[src/rtl/ttt_game_core.sv]
// ttt_game_core: N x N game board with move arbitration and a serial K-in-a-row win checker.
module ttt_game_core #(
  parameter int N = 3,
  parameter int K = 3,
  parameter int FIRST = 1,
  localparam int RW = $clog2(N),
  localparam int CW = $clog2(N * N + 1)
) (
  input  logic          clk,
  input  logic          rst,
  input  logic          new_game,
  input  logic          move_valid,
  input  logic [RW-1:0] move_row,
  input  logic [RW-1:0] move_col,
  output logic          move_ready,
  output logic          move_err,
  output logic [1:0]    cur_player,
  output logic [1:0]    status,
  output logic [1:0]    winner,
  output logic [CW-1:0] move_count,
  input  logic [RW-1:0] rd_row,
  input  logic [RW-1:0] rd_col,
  output logic [1:0]    rd_cell
);
  localparam int NN = N * N;
  localparam int IW = $clog2(NN);
  localparam int SW = $clog2(K);
  typedef enum logic [1:0] {WAIT, CHECK, OVER} state_t;
  state_t state_q, state_d;
  logic [NN-1:0][1:0] board_q, board_d;
  logic [1:0] cur_q, cur_d, status_q, status_d, winner_q, winner_d, rd_q, rd_d;
  logic [CW-1:0] count_q, count_d;
  logic err_q, err_d;
  logic [RW-1:0] lr_q, lr_d, lc_q, lc_d;
  logic [1:0] dir_q, dir_d;
  logic side_q, side_d, alive_q, alive_d, win_q, win_d;
  logic [SW-1:0] step_q, step_d;
  logic [3:0] len_q, len_d, len_n;
  logic signed [5:0] dr, dc, off, pr, pc;
  logic [IW-1:0] mv_idx, rd_idx, pr_idx;
  logic mv_ok, rd_ok, hit, accept, win_n;
  always_comb begin
    mv_ok = 32'(move_row) < N && 32'(move_col) < N;
    rd_ok = 32'(rd_row) < N && 32'(rd_col) < N;
    mv_idx = IW'(32'(move_row) * N + 32'(move_col));
    rd_idx = IW'(32'(rd_row) * N + 32'(rd_col));
    dr = (dir_q == 2'd0) ? 6'sd0 : 6'sd1;
    dc = (dir_q == 2'd1) ? 6'sd0 : (dir_q == 2'd3) ? -6'sd1 : 6'sd1;
    off = $signed(6'(step_q)) + 6'sd1;
    pr = side_q ? $signed(6'(lr_q)) - dr * off : $signed(6'(lr_q)) + dr * off;
    pc = side_q ? $signed(6'(lc_q)) - dc * off : $signed(6'(lc_q)) + dc * off;
    pr_idx = IW'(32'(pr) * N + 32'(pc));
    // probe cell counts only while on the board and owned by the mover
    hit = !pr[5] && !pc[5] && 32'(pr) < N && 32'(pc) < N && board_q[pr_idx] == cur_q;
    accept = move_valid && state_q == WAIT && mv_ok && board_q[mv_idx] == 2'b00;
    len_n = len_q + 4'(alive_q && hit);
    win_n = win_q || (side_q && len_n >= 4'(K));
    state_d = state_q;
    board_d = board_q;
    cur_d = cur_q;
    status_d = status_q;
    winner_d = winner_q;
    count_d = count_q;
    err_d = 1'b0;
    rd_d = rd_ok ? board_q[rd_idx] : 2'b00;
    lr_d = lr_q;
    lc_d = lc_q;
    dir_d = dir_q;
    side_d = side_q;
    alive_d = alive_q;
    win_d = win_q;
    step_d = step_q;
    len_d = len_q;
    if (new_game) begin
      state_d = WAIT;
      board_d = '0;
      cur_d = 2'(FIRST);
      status_d = 2'b00;
      winner_d = 2'b00;
      count_d = '0;
    end else if (state_q == WAIT) begin
      if (accept) begin
        board_d[mv_idx] = cur_q;
        count_d = count_q + CW'(count_q != CW'(NN));
        lr_d = move_row;
        lc_d = move_col;
        state_d = CHECK;
        dir_d = 2'd0;
        side_d = 1'b0;
        step_d = '0;
        alive_d = 1'b1;
        len_d = 4'd1;
        win_d = 1'b0;
      end else begin
        err_d = move_valid;
      end
    end else if (state_q == CHECK) begin
      err_d = move_valid;
      alive_d = alive_q && hit;
      len_d = len_n;
      step_d = step_q + SW'(1);
      if (step_q == SW'(K - 2)) begin
        step_d = '0;
        alive_d = 1'b1;
        side_d = !side_q;
        dir_d = side_q ? dir_q + 2'd1 : dir_q;
        len_d = side_q ? 4'd1 : len_n;
        win_d = win_n;
        if (side_q && dir_q == 2'd3) begin
          state_d = (win_n || count_q == CW'(NN)) ? OVER : WAIT;
          status_d = win_n ? 2'b01 : (count_q == CW'(NN)) ? 2'b10 : 2'b00;
          winner_d = win_n ? cur_q : 2'b00;
          cur_d = (win_n || count_q == CW'(NN)) ? cur_q : cur_q ^ 2'b11;
        end
      end
    end else begin
      err_d = move_valid;
    end
  end
  always_ff @(posedge clk) begin
    if (rst) begin
      state_q <= WAIT;
      board_q <= '0;
      cur_q <= 2'(FIRST);
      status_q <= 2'b00;
      winner_q <= 2'b00;
      count_q <= '0;
      err_q <= 1'b0;
      rd_q <= 2'b00;
    end else begin
      state_q <= state_d;
      board_q <= board_d;
      cur_q <= cur_d;
      status_q <= status_d;
      winner_q <= winner_d;
      count_q <= count_d;
      err_q <= err_d;
      rd_q <= rd_d;
    end
  end
  always_ff @(posedge clk) begin
    lr_q <= lr_d;
    lc_q <= lc_d;
    dir_q <= dir_d;
    side_q <= side_d;
    alive_q <= alive_d;
    win_q <= win_d;
    step_q <= step_d;
    len_q <= len_d;
  end
  assign move_ready = state_q == WAIT;
  assign move_err = err_q;
  assign cur_player = cur_q;
  assign status = status_q;
  assign winner = winner_q;
  assign move_count = count_q;
  assign rd_cell = rd_q;
endmodule

[config.mk]
export PLATFORM = sky130hd
export DESIGN_NAME = ttt_game_core
export DESIGN_NICKNAME = d
export VERILOG_FILES = /design/src/rtl/ttt_game_core.sv
export SDC_FILE = /design/constraint.sdc
export NUM_CORES = 1
export LEC_CHECK = 0
export BUFFER_PORTS_ARGS = -buffer_cell sky130_fd_sc_hd__buf_2
export CAP_MARGIN = 20
export CORE_MARGIN = 2
export CORE_UTILIZATION = 35
export DETAILED_ROUTE_END_ITERATION = 10
export REMOVE_ABC_BUFFERS = 1
export SLEW_MARGIN = 5
export SYNTH_ARGS = -nofsm -noshare
export SYNTH_HDL_FRONTEND = slang
export SYNTH_SLANG_ARGS = --single-unit
[constraint.sdc]
create_clock -name clk -period 11.7 [get_ports clk]
set_clock_uncertainty 0.15 [all_clocks]
set_input_delay 0.585 -clock clk [delete_from_list [all_inputs] [get_ports clk]]
set_output_delay 0.585 -clock clk [all_outputs]
set_load 0.02 [all_outputs]
==> results of run 1 <==
per-stage QoR:
stage          setup slack (ps)  hold slack [ps]  power [mW]
5_1_grt                    4420              354       0.443
2_1_floorplan              5460              314       0.291
3_5_place_dp               4930              331       0.321
3_3_place_gp               5110              321       0.316
4_1_cts                    4900              354       0.422
6_report                   4870              342       0.415
area by class of cell:
type | instances | area share, %
inverters | 31 | 3.26
flip-flops and latches | 48 | 31.1
clock inverters | 3 | 0.491
multi-input cells | 255 | 55.7
well taps | 111 | 3.89
repair buffers | 26 | 3.65
clock buffers | 5 | 1.93
worst max-delay path by stage:
| stage | end | slack, ps | cells past startpoint |
|---|---|---|---|
| final | cur_player[0]$_SDFFE_PP1P_ | 4870 | 26 |
| after global routing | cur_player[0]$_SDFFE_PP1P_ | 4420 | 26 |
| after CTS | cur_player[0]$_SDFFE_PP1P_ | 4900 | 26 |
| after detailed placement | cur_player[0]$_SDFFE_PP1P_ | 4930 | 26 |
| after global placement | cur_player[1]$_SDFFE_PP0P_ | 5110 | 26 |
| after floorplan | cur_player[1]$_SDFFE_PP0P_ | 5460 | 26 |
worst min-delay path: cells and delay by family, from the launching register on:
family,cells,cell delay [ps]
simple gates,1,70
flops,1,330
compound gates,1,60
cell usage after synthesis (2+ instances only):
master,count
sky130_fd_sc_hd__nor2_1,60
sky130_fd_sc_hd__and3_1,3
sky130_fd_sc_hd__nand3b_1,2
sky130_fd_sc_hd__o2bb2ai_1,2
sky130_fd_sc_hd__mux2i_1,7
sky130_fd_sc_hd__a22oi_1,3
sky130_fd_sc_hd__o21a_1,2
sky130_fd_sc_hd__xor2_1,10
sky130_fd_sc_hd__o21ai_0,7
sky130_fd_sc_hd__mux4_2,9
sky130_fd_sc_hd__clkbuf_1,7
sky130_fd_sc_hd__ha_1,33
sky130_fd_sc_hd__edfxtp_1,15
sky130_fd_sc_hd__or2_2,3
sky130_fd_sc_hd__nand2b_1,2
sky130_fd_sc_hd__mux2_2,4
sky130_fd_sc_hd__and2_1,2
sky130_fd_sc_hd__buf_4,2
sky130_fd_sc_hd__inv_1,31
sky130_fd_sc_hd__dfxtp_1,33
sky130_fd_sc_hd__nor3_1,6
sky130_fd_sc_hd__nand2_1,17
sky130_fd_sc_hd__a21o_1,2
sky130_fd_sc_hd__nand3_1,9
sky130_fd_sc_hd__a21oi_1,27
sky130_fd_sc_hd__a211oi_1,2
sky130_fd_sc_hd__a31oi_1,4
sky130_fd_sc_hd__xnor2_1,7
sky130_fd_sc_hd__fa_1,9
sky130_fd_sc_hd__nor2b_1,7
sequential cells by signal (all words and copies together) (netlist names):
signal and count:
rd_cell 2, len_q 4, lc_q 2, winner 2, board_q 18, win_q 1
side_q 1, state_q 2, move_err 1, cur_player 2, dir_q 2, step_q 2
alive_q 1, move_count 4, status 2, lr_q 2
power breakdown:
group | switching [mW] | internal [mW]
Sequential | 0.00324 | 0.175
Clock | 0.0563 | 0.0418
Combinational | 0.0766 | 0.0623
cells by family after synthesis:
family	count (synthesis)	share of synthesized area (%)
mux	20	9.75
simple gates	116	16.0
fa+ha+maj	42	18.2
compound gates	59	11.7
buf+inv	41	4.95
flops	48	34.1
xor+xnor	18	5.30
cells in the final DEF, fill, tap and decap left out, types with 3 or more instances in the layout:
cell,instances
sky130_fd_sc_hd__inv_1,31
sky130_fd_sc_hd__and3_1,3
sky130_fd_sc_hd__edfxtp_1,15
sky130_fd_sc_hd__nor3_1,6
sky130_fd_sc_hd__a21oi_1,27
sky130_fd_sc_hd__a22oi_1,3
sky130_fd_sc_hd__o21ai_0,7
sky130_fd_sc_hd__or2_2,3
sky130_fd_sc_hd__clkbuf_8,5
sky130_fd_sc_hd__nand3_1,9
sky130_fd_sc_hd__dfxtp_1,33
sky130_fd_sc_hd__mux2_2,4
sky130_fd_sc_hd__buf_2,26
sky130_fd_sc_hd__nor2b_1,7
sky130_fd_sc_hd__nand2_1,17
sky130_fd_sc_hd__a31oi_1,4
sky130_fd_sc_hd__nor2_1,60
sky130_fd_sc_hd__ha_1,33
sky130_fd_sc_hd__mux2i_1,7
sky130_fd_sc_hd__fa_1,9
sky130_fd_sc_hd__mux4_2,9
sky130_fd_sc_hd__xor2_1,10
sky130_fd_sc_hd__xnor2_1,7
metal layers:
layer	track usage, %	share of wire (%)
met1	17.9	44
met5	0	0
met4	6.74	3.6
met3	1.46	2.0
met2	25.3	50
==> run metrics, run 1 <==
FILL cells between 800 and 900; Crit. End Element flop; number of standard cells in the final layout excluding fillers around 480; worst-path cell with the longest stage delay sky130_fd_sc_hd__fa_1; top cell type by total area after synthesis sky130_fd_sc_hd__dfxtp_1; number of warning messages in the yosys log 0; clock-pin slew on the worst setup and hold paths roughly 100 ps; placed cell count between 400 and 500; setup repair after global routing missed its margin false; library cells used by synthesis 47; Hold Path Depth 2; slew at the pin closest to its max-slew limit about 760 ps; startpoint of the lowest-slack hold path winner[0]$_SDFFE_PP0P_; DRC violation total after the first TritonRoute iteration approximately 190; area growth from synthesis to layout 9.52%; result of the run finished, final reports clean; CP Data Arrival Time around 6900 ps; post-route antenna net violation count 0; part of the cycle the worst path needs between 50% and 60%; worst min path class reg -> reg; final routed wire length divided by cell count around 14 µm; # rows 35; first-pass GRT wire length about 12000 µm; max frequency between 100 and 150 MHz; Crit. Startpoint dir_q[0]$_SDFFCE_PP0P_; number of clock sinks seen by CTS 48; max-cap violation count 0; biggest cell delay along the critical path between 500 and 600 ps; family with the most delay on the worst path adder cells; core region area about 9200 µm²; area share of the largest cell type after synthesis 20.3%; post-route setup TNS 0 ps; number of port buffers 25; proportion of synthesized chip area in sequential cells 34.1%; pwr/cell area between 100 and 150 nW/µm²; normalized max-slew margin just under 50%; drt drc 0; total via count in the routed design approximately 2500; latest clock arrival within the worst-skew pair roughly 300 ps; clock tree root driver cell sky130_fd_sc_hd__clkbuf_8; leakage component of the power 1.48 nW; worst r2r src dir_q[0]$_SDFFCE_PP0P_; cell types occupying the most area after synthesis sky130_fd_sc_hd__dfxtp_1 20%, sky130_fd_sc_hd__edfxtp_1 14%, sky130_fd_sc_hd__ha_1 13%, sky130_fd_sc_hd__nor2_1 6.9%, sky130_fd_sc_hd__mux4_2 6.2%; predominant post-synthesis flop cell sky130_fd_sc_hd__dfxtp_1; initial antenna violation count 0; cell area reported after detailed placement ~3500 µm²; sink of the worst hold path winner[0]$_SDFFE_PP0P_; number of inserted diodes 0; number of H-tree levels 2; R2R setup slack ~5000 ps; total clock buffers created by CTS 5; number of hold violations in the final report 0; Final min period 6830 ps; vias per std cell 5.29; Register Area 1110 µm²; critical path startpoint category flop; final cell utilization of the core 39.0%; Boundary Pins 26; first-pass iteration count of the detailed router 4; Worst Path Class, Setup reg -> reg; final slew viol count 0; proportion of layout cells with a drive suffix above 1 approximately 14%; global routing usage summed across all routing layers around 14%; area of the mapped netlist 3260 µm²; #FFs+latches synth 48; Max Fanout on Critical Path 9; TritonCTS clock tree yes; number of global-route vias before repair around 2500; final design instance area without fill 3570 µm²; Die Outline Area around 10000 µm²; overall die height 101 µm; multi-input logic area 1990 µm²; gp weighted congestion between 0.8 and 0.9; quantity of gates resized following cts 0; global route total overflow 0; routed wire length approximately 6900 µm; fin nets between 400 and 500; most frequent cell on the critical path sky130_fd_sc_hd__ha_1; DP Wirelength around 5500 µm; largest net degree at the start of global routing 29; number of buffers inserted to repair setup after CTS 0; effective utilization at floorplan between 30% and 40%; worst reg2reg path depth 26; FFs w/ async S/R, synth 0%; Required @ worst endpoint 11750 ps; overall die width about 100 µm; Final setup violation count 0; number of flops mapped to enable cells by yosys 15; count of mapped cells out of synthesis 344; critical register-to-register path endpoint cur_player[0]$_SDFFE_PP1P_; peak ir drop on the vdd network between 0.04 and 0.05 mV; cts-stage hold buffer count 0; synthesized area divided by synthesized cell count 9.47 µm²; clock tree buffer depth 2; number of buffers and inverters on the critical path 2
Power figures use the tool's default switching activity.
==> run 2: changes to the inputs <==
clock period = 6.8 ns   (was 11.7 ns; I/O delays follow)
==> run 2 against run 1 <==
Critical path depth up 2. Non-clock buffer count up 2. Largest power group unchanged. Power is 82% higher. Worst setup slack lost 4400 ps. Global-route usage up 0.057 points. Largest cell class unchanged. Critical endpoint is now winner[0]$_SDFFE_PP0P_. Sequential cell count is the same. Clock power up 110%. Sequential share of layout area decreased by 0.43 points. Combinational power grew 75%. Cell area up 1.4%. Worst hold slack worse by 220 ps. Highest routed layer unchanged.
==> run metrics, run 2 (synthesized netlist as in run 1, its figures left out) <==
result of the run finished, final reports clean; Reg with most FFs board_q; part of the cycle the worst path needs ~93%; # rows 35; most frequent cell on the critical path sky130_fd_sc_hd__ha_1; post-route setup TNS 0 ps; family with the most delay on the worst path adder cells; clock tree buffer depth 2; number of port buffers 25; overall die width between 100 and 150 µm; first-pass GRT wire length 11600 µm; final slew viol count 0; largest net degree at the start of global routing 29; vias per std cell just over 5; FILL cells roughly 900; number of H-tree levels 2; quantity of gates resized following cts 0; first-pass iteration count of the detailed router 4; CP Data Arrival Time ~6300 ps; number of buffers inserted to repair setup after CTS 0; critical register-to-register path endpoint winner[0]$_SDFFE_PP0P_; DP Wirelength 5370 µm; max-cap violation count 0; biggest cell delay along the critical path 490 ps; Boundary Pins 26; worst hold slack across all endpoints ~120 ps; number of buffers and inverters on the critical path 4; global route total overflow 0; R2R setup slack just over 500 ps; Crit. End Element flop; sink of the worst hold path lc_q[0]$_DFFE_PP_; clock tree root driver cell sky130_fd_sc_hd__clkbuf_8; switching power summed over all nets ~0.23 mW; initial antenna violation count 0; Final min period about 6300 ps; share of power burned in the clock network between 20% and 30%; max frequency 159 MHz; DRC violation total after the first TritonRoute iteration 100; number of clock sinks seen by CTS between 40 and 50; Hold Path Depth 1; worst min path class in -> reg; peak ir drop on the vdd network a little over 0.08 mV; critical path startpoint category flop; TritonCTS clock tree yes; core region area ~9200 µm²; post-route antenna net violation count 0; sequential group share of total power about two fifths; most common cell after layout, fill and taps aside sky130_fd_sc_hd__nor2_1; net switching share of the total power between 30 and 40%; number of global-route vias before repair between 2000 and 2500; leakage component of the power roughly 1.5 nW; total clock buffers created by CTS 5; proportion of layout cells with a drive suffix above 1 15.4%; worst reg2reg path depth 28; clock-pin slew on the worst setup and hold paths around 90 ps; area growth from synthesis to layout 11.1%; Final setup violation count 0; worst-path cell with the longest stage delay sky130_fd_sc_hd__edfxtp_1; number of hold violations in the final report 0; normalized max-slew margin 48.5%; Required @ worst endpoint between 6000 and 7000 ps; latest clock arrival within the worst-skew pair roughly 300 ps; Max Fanout on Critical Path 7; routed wire length 6850 µm; pwr/cell area 209 nW/µm²; startpoint of the lowest-slack hold path move_col[0]; setup repair after global routing missed its margin false; cts-stage hold buffer count 0; fin nets between 400 and 500; gp weighted congestion between 0.8 and 0.9; overall die height roughly 100 µm; number of inserted diodes 0; flip-flop count of the largest register, all copies and words added 18; effective utilization at floorplan between 30% and 40%; final routed wire length divided by cell count between 10 and 15 µm; global routing usage summed across all routing layers ~15%; Worst Path Class, Setup reg -> reg; Die Outline Area about 10000 µm²; combinational group share of total power around 32%; slew at the pin closest to its max-slew limit approximately 770 ps; Power Internal ~0.52 mW; Stages on worst setup path 28; drt drc 0; total via count in the routed design between 2000 and 2500; most frequent cells in the layout 60 x sky130_fd_sc_hd__nor2_1, 33 x sky130_fd_sc_hd__dfxtp_1, 32 x sky130_fd_sc_hd__ha_1, 31 x sky130_fd_sc_hd__inv_1, 27 x sky130_fd_sc_hd__a21oi_1; worst r2r src step_q[0]$_SDFFCE_PN0P_
run 2: how the worst max path moves through the flow:
stage | slack (ps) | startpoint | end
3_5_place_dp | 380 | dir_q[0]$_SDFFCE_PP0P_ | state_q[1]$_SDFFE_PP0P_
4_1_cts | 370 | dir_q[0]$_SDFFCE_PP0P_ | winner[0]$_SDFFE_PP0P_
6_report | 510 | step_q[0]$_SDFFCE_PN0P_ | winner[0]$_SDFFE_PP0P_
3_3_place_gp | 510 | dir_q[0]$_SDFFCE_PP0P_ | state_q[1]$_SDFFE_PP0P_
2_1_floorplan | 560 | dir_q[0]$_SDFFCE_PP0P_ | cur_player[1]$_SDFFE_PP0P_
5_1_grt | 4 | dir_q[0]$_SDFFCE_PP0P_ | winner[1]$_SDFFE_PP0P_
run 2: area by class of cell:
type	count	area, µm²	area share [%]
multi-input cells	255	2000	55.2
inverters	31	116	3.21
clock buffers	5	68.8	1.90
clock inverters	3	42.5	1.18
flip-flops and latches	48	1110	30.7
repair buffers	28	145	4.01
well taps	111	139	3.84
run 2: routing by layer:
metal / up-vias / share of wire [%] / global-route usage (%)
li1: 1239 / - / -
met5: - / 0 / 0
met3: 7 / 3.6 / 1.94
met2: 45 / 51 / 25.6
met1: 1172 / 44 / 18.3
met4: 0 / 1.8 / 5.06
run 2: per-stage QoR:
| step | worst slack, ps | power (mW) | instances | cell area [µm²] | utilization [%] |
|---|---|---|---|---|---|
| global route | 3.60 | 0.806 | 481 | 3620 | 39.5 |
| global placement | 506 | 0.545 | 472 | 3490 | 38.2 |
| detailed placement | 379 | 0.549 | 472 | 3490 | 38.2 |
| floorplan | 562 | 0.500 | 334 | 3210 | - |
| CTS | 368 | 0.756 | 480 | 3600 | 39.4 |
| finish | 509 | 0.755 | 481 | 3620 | 39.5 |
run 2: power groups by stage:
| stage | clock, mW | combinational (mW) | sequential (mW) |
|---|---|---|---|
| 6_report | 0.207 | 0.243 | 0.305 |
| 5_1_grt | 0.225 | 0.275 | 0.306 |
| 4_1_cts | 0.212 | 0.238 | 0.306 |
| 3_5_place_dp | 0 | 0.237 | 0.312 |
| 3_3_place_gp | 0 | 0.233 | 0.312 |
| 2_1_floorplan | 0 | 0.188 | 0.313 |
==> run 3: changes to the inputs <==
BUFFER_PORTS_ARGS = unset   (was -buffer_cell sky130_fd_sc_hd__buf_2)
DONT_BUFFER_PORTS = 1   (was unset)
==> run 3 against run 2 <==
First-iteration DRC count up 31%. Register-to-register slack about the same. Sequential power about the same. Count of clock-buffer cells in the layout unchanged. Non-clock buffer count down 14. Wire length up 1.6%.
==> run metrics, run 3 (synthesized netlist as in run 1, its figures left out) <==
result of the run finished, final reports clean; largest net degree at the start of global routing 29; combinational group share of total power 33.4%; first-pass GRT wire length between 10000 and 15000 µm; number of inserted diodes 0; Register Area between 1000 and 1500 µm²; critical path startpoint category flop; gp weighted congestion 0.851; core region area approximately 9200 µm²; flip-flop count of the largest register, all copies and words added 18; clock tree buffer depth 2; Reg with most FFs board_q; effective utilization at floorplan 35.6%; number of H-tree levels 2; number of port buffers 0; worst min path class in -> reg; number of standard cells in the final layout excluding fillers 467; post-route setup TNS 0 ps; total clock buffers created by CTS 5; overall die height about 100 µm; DRC violation total after the first TritonRoute iteration 131; final routed wire length divided by cell count between 10 and 15 µm; placed cell count ~450; minimum setup slack in the final design slightly above 500 ps; biggest cell delay along the critical path 520 ps; post-route antenna net violation count 0; clock tree root driver cell sky130_fd_sc_hd__clkbuf_8; leakage component of the power around 1.4 nW; part of the cycle the worst path needs between 90% and 100%; slew at the pin closest to its max-slew limit around 700 ps; Max Fanout on Critical Path 9; Final min period about 6300 ps; TritonCTS clock tree yes; Boundary Pins 26; latest clock arrival within the worst-skew pair around 300 ps; switching power summed over all nets 0.231 mW; Final setup violation count 0; global routing usage summed across all routing layers 14.5%; most common cell after layout, fill and taps aside sky130_fd_sc_hd__nor2_1; DP Wirelength about 5400 µm; Worst Path Class, Setup reg -> reg; # rows 35; routed wire length roughly 7000 µm; number of clock sinks seen by CTS 48; final slew viol count 0; most frequent cells in the layout 59 x sky130_fd_sc_hd__nor2_1, 33 x sky130_fd_sc_hd__dfxtp_1, 32 x sky130_fd_sc_hd__ha_1, 31 x sky130_fd_sc_hd__inv_1, 27 x sky130_fd_sc_hd__a21oi_1; max frequency between 150 and 200 MHz; Required @ worst endpoint ~7000 ps; number of hold violations in the final report 0; FILL cells around 900; first-pass iteration count of the detailed router 4; worst hold slack across all endpoints approximately 27 ps; net switching share of the total power roughly 32%; final cell utilization of the core between 30% and 40%; Power Internal 0.481 mW; Die Outline Area approximately 10000 µm²; cell area reported after detailed placement approximately 3400 µm²; multi-input logic area around 2000 µm²; proportion of layout cells with a drive suffix above 1 around a tenth; worst-path cell with the longest stage delay sky130_fd_sc_hd__fa_1; pwr/cell area 200 nW/µm²; area growth from synthesis to layout 9.33%; pre-CTS setup slack around 420 ps; normalized max-slew margin 52.4%; vias per std cell between 5 and 6; Crit. End Element flop; total power consumption of the routed design 0.712 mW; total via count in the routed design ~2400; sequential group share of total power about 43%; global route total overflow 0; number of global-route vias before repair around 2500; fin nets between 400 and 500; drt drc 0; overall die width around 100 µm; CP Data Arrival Time about 6300 ps; max-cap violation count 0; peak ir drop on the vdd network around 0.083 mV; share of power burned in the clock network 23.7%; clock-pin slew on the worst setup and hold paths 90 ps; final design instance area without fill between 3000 and 4000 µm²; initial antenna violation count 0
run 3: changes by cell type in the layout (fill, tap and decap cells not counted), sizes merged:
cell | before | now
dlygate4sd3 | 0 | 6
bufinv | 1 | 0
clkinv | 2 | 3
buf | 28 | 8
run 3: worst paths after layout:
kind	from	endpoint	slack, ps	depth (start not counted)
worst min register to register	state_q[0]$_SDFFE_PP0P_	state_q[0]$_SDFFE_PP0P_	350	2
worst max-delay path	dir_q[0]$_SDFFCE_PP0P_	winner[1]$_SDFFE_PP0P_	500	27
worst max register to register	dir_q[0]$_SDFFCE_PP0P_	winner[1]$_SDFFE_PP0P_	500	27
worst min-delay path	move_valid	move_err$_SDFF_PP0_	30	1
run 3: critical path, delay by kind of cell, from the launching register on:
family / cells / cell delay [ps]
adder cells (fa/ha/maj): 8 / 2600
buffers and inverters: 3 / 280
AND/OR/NAND/NOR: 5 / 430
AO/OA/AOI/OAI: 2 / 330
flip-flops: 1 / 490
multiplexers: 2 / 540
XOR/XNOR: 7 / 1320
run 3: cell type report:
type                       count  area share, %
sequential                    48           31.2
multi-input combinational    255           55.9
inverter                      31           3.27
clock buffer                   5           1.93
clock inverter                 3          0.527
timing repair buffer          14           3.30
tap                          111           3.90
run 3: what timing repair did:
item / 4_1_cts / 5_1_grt
hold endpoints to repair: 5 / 0
endpoints found under the setup margin: 0 / 6
gates resized for setup: 0 / 2
hold buffers: 6 / 0
setup buffers: 0 / 4
run 3: metal layers:
layer  share of wire, %  global-route usage (%)
met1                 43                    17.2
met2                 50                    25.3
met3                2.8                    1.94
met4                4.5                    8.32
met5                  0                       0
run 3: power by group through the flow:
stage | clock network, mW | registers, mW | logic [mW]
final | 0.169 | 0.306 | 0.238
after global routing | 0.186 | 0.307 | 0.267
after CTS | 0.175 | 0.306 | 0.236
after detailed placement | 0 | 0.313 | 0.232
after global placement | 0 | 0.313 | 0.226
after floorplan | 0 | 0.313 | 0.188
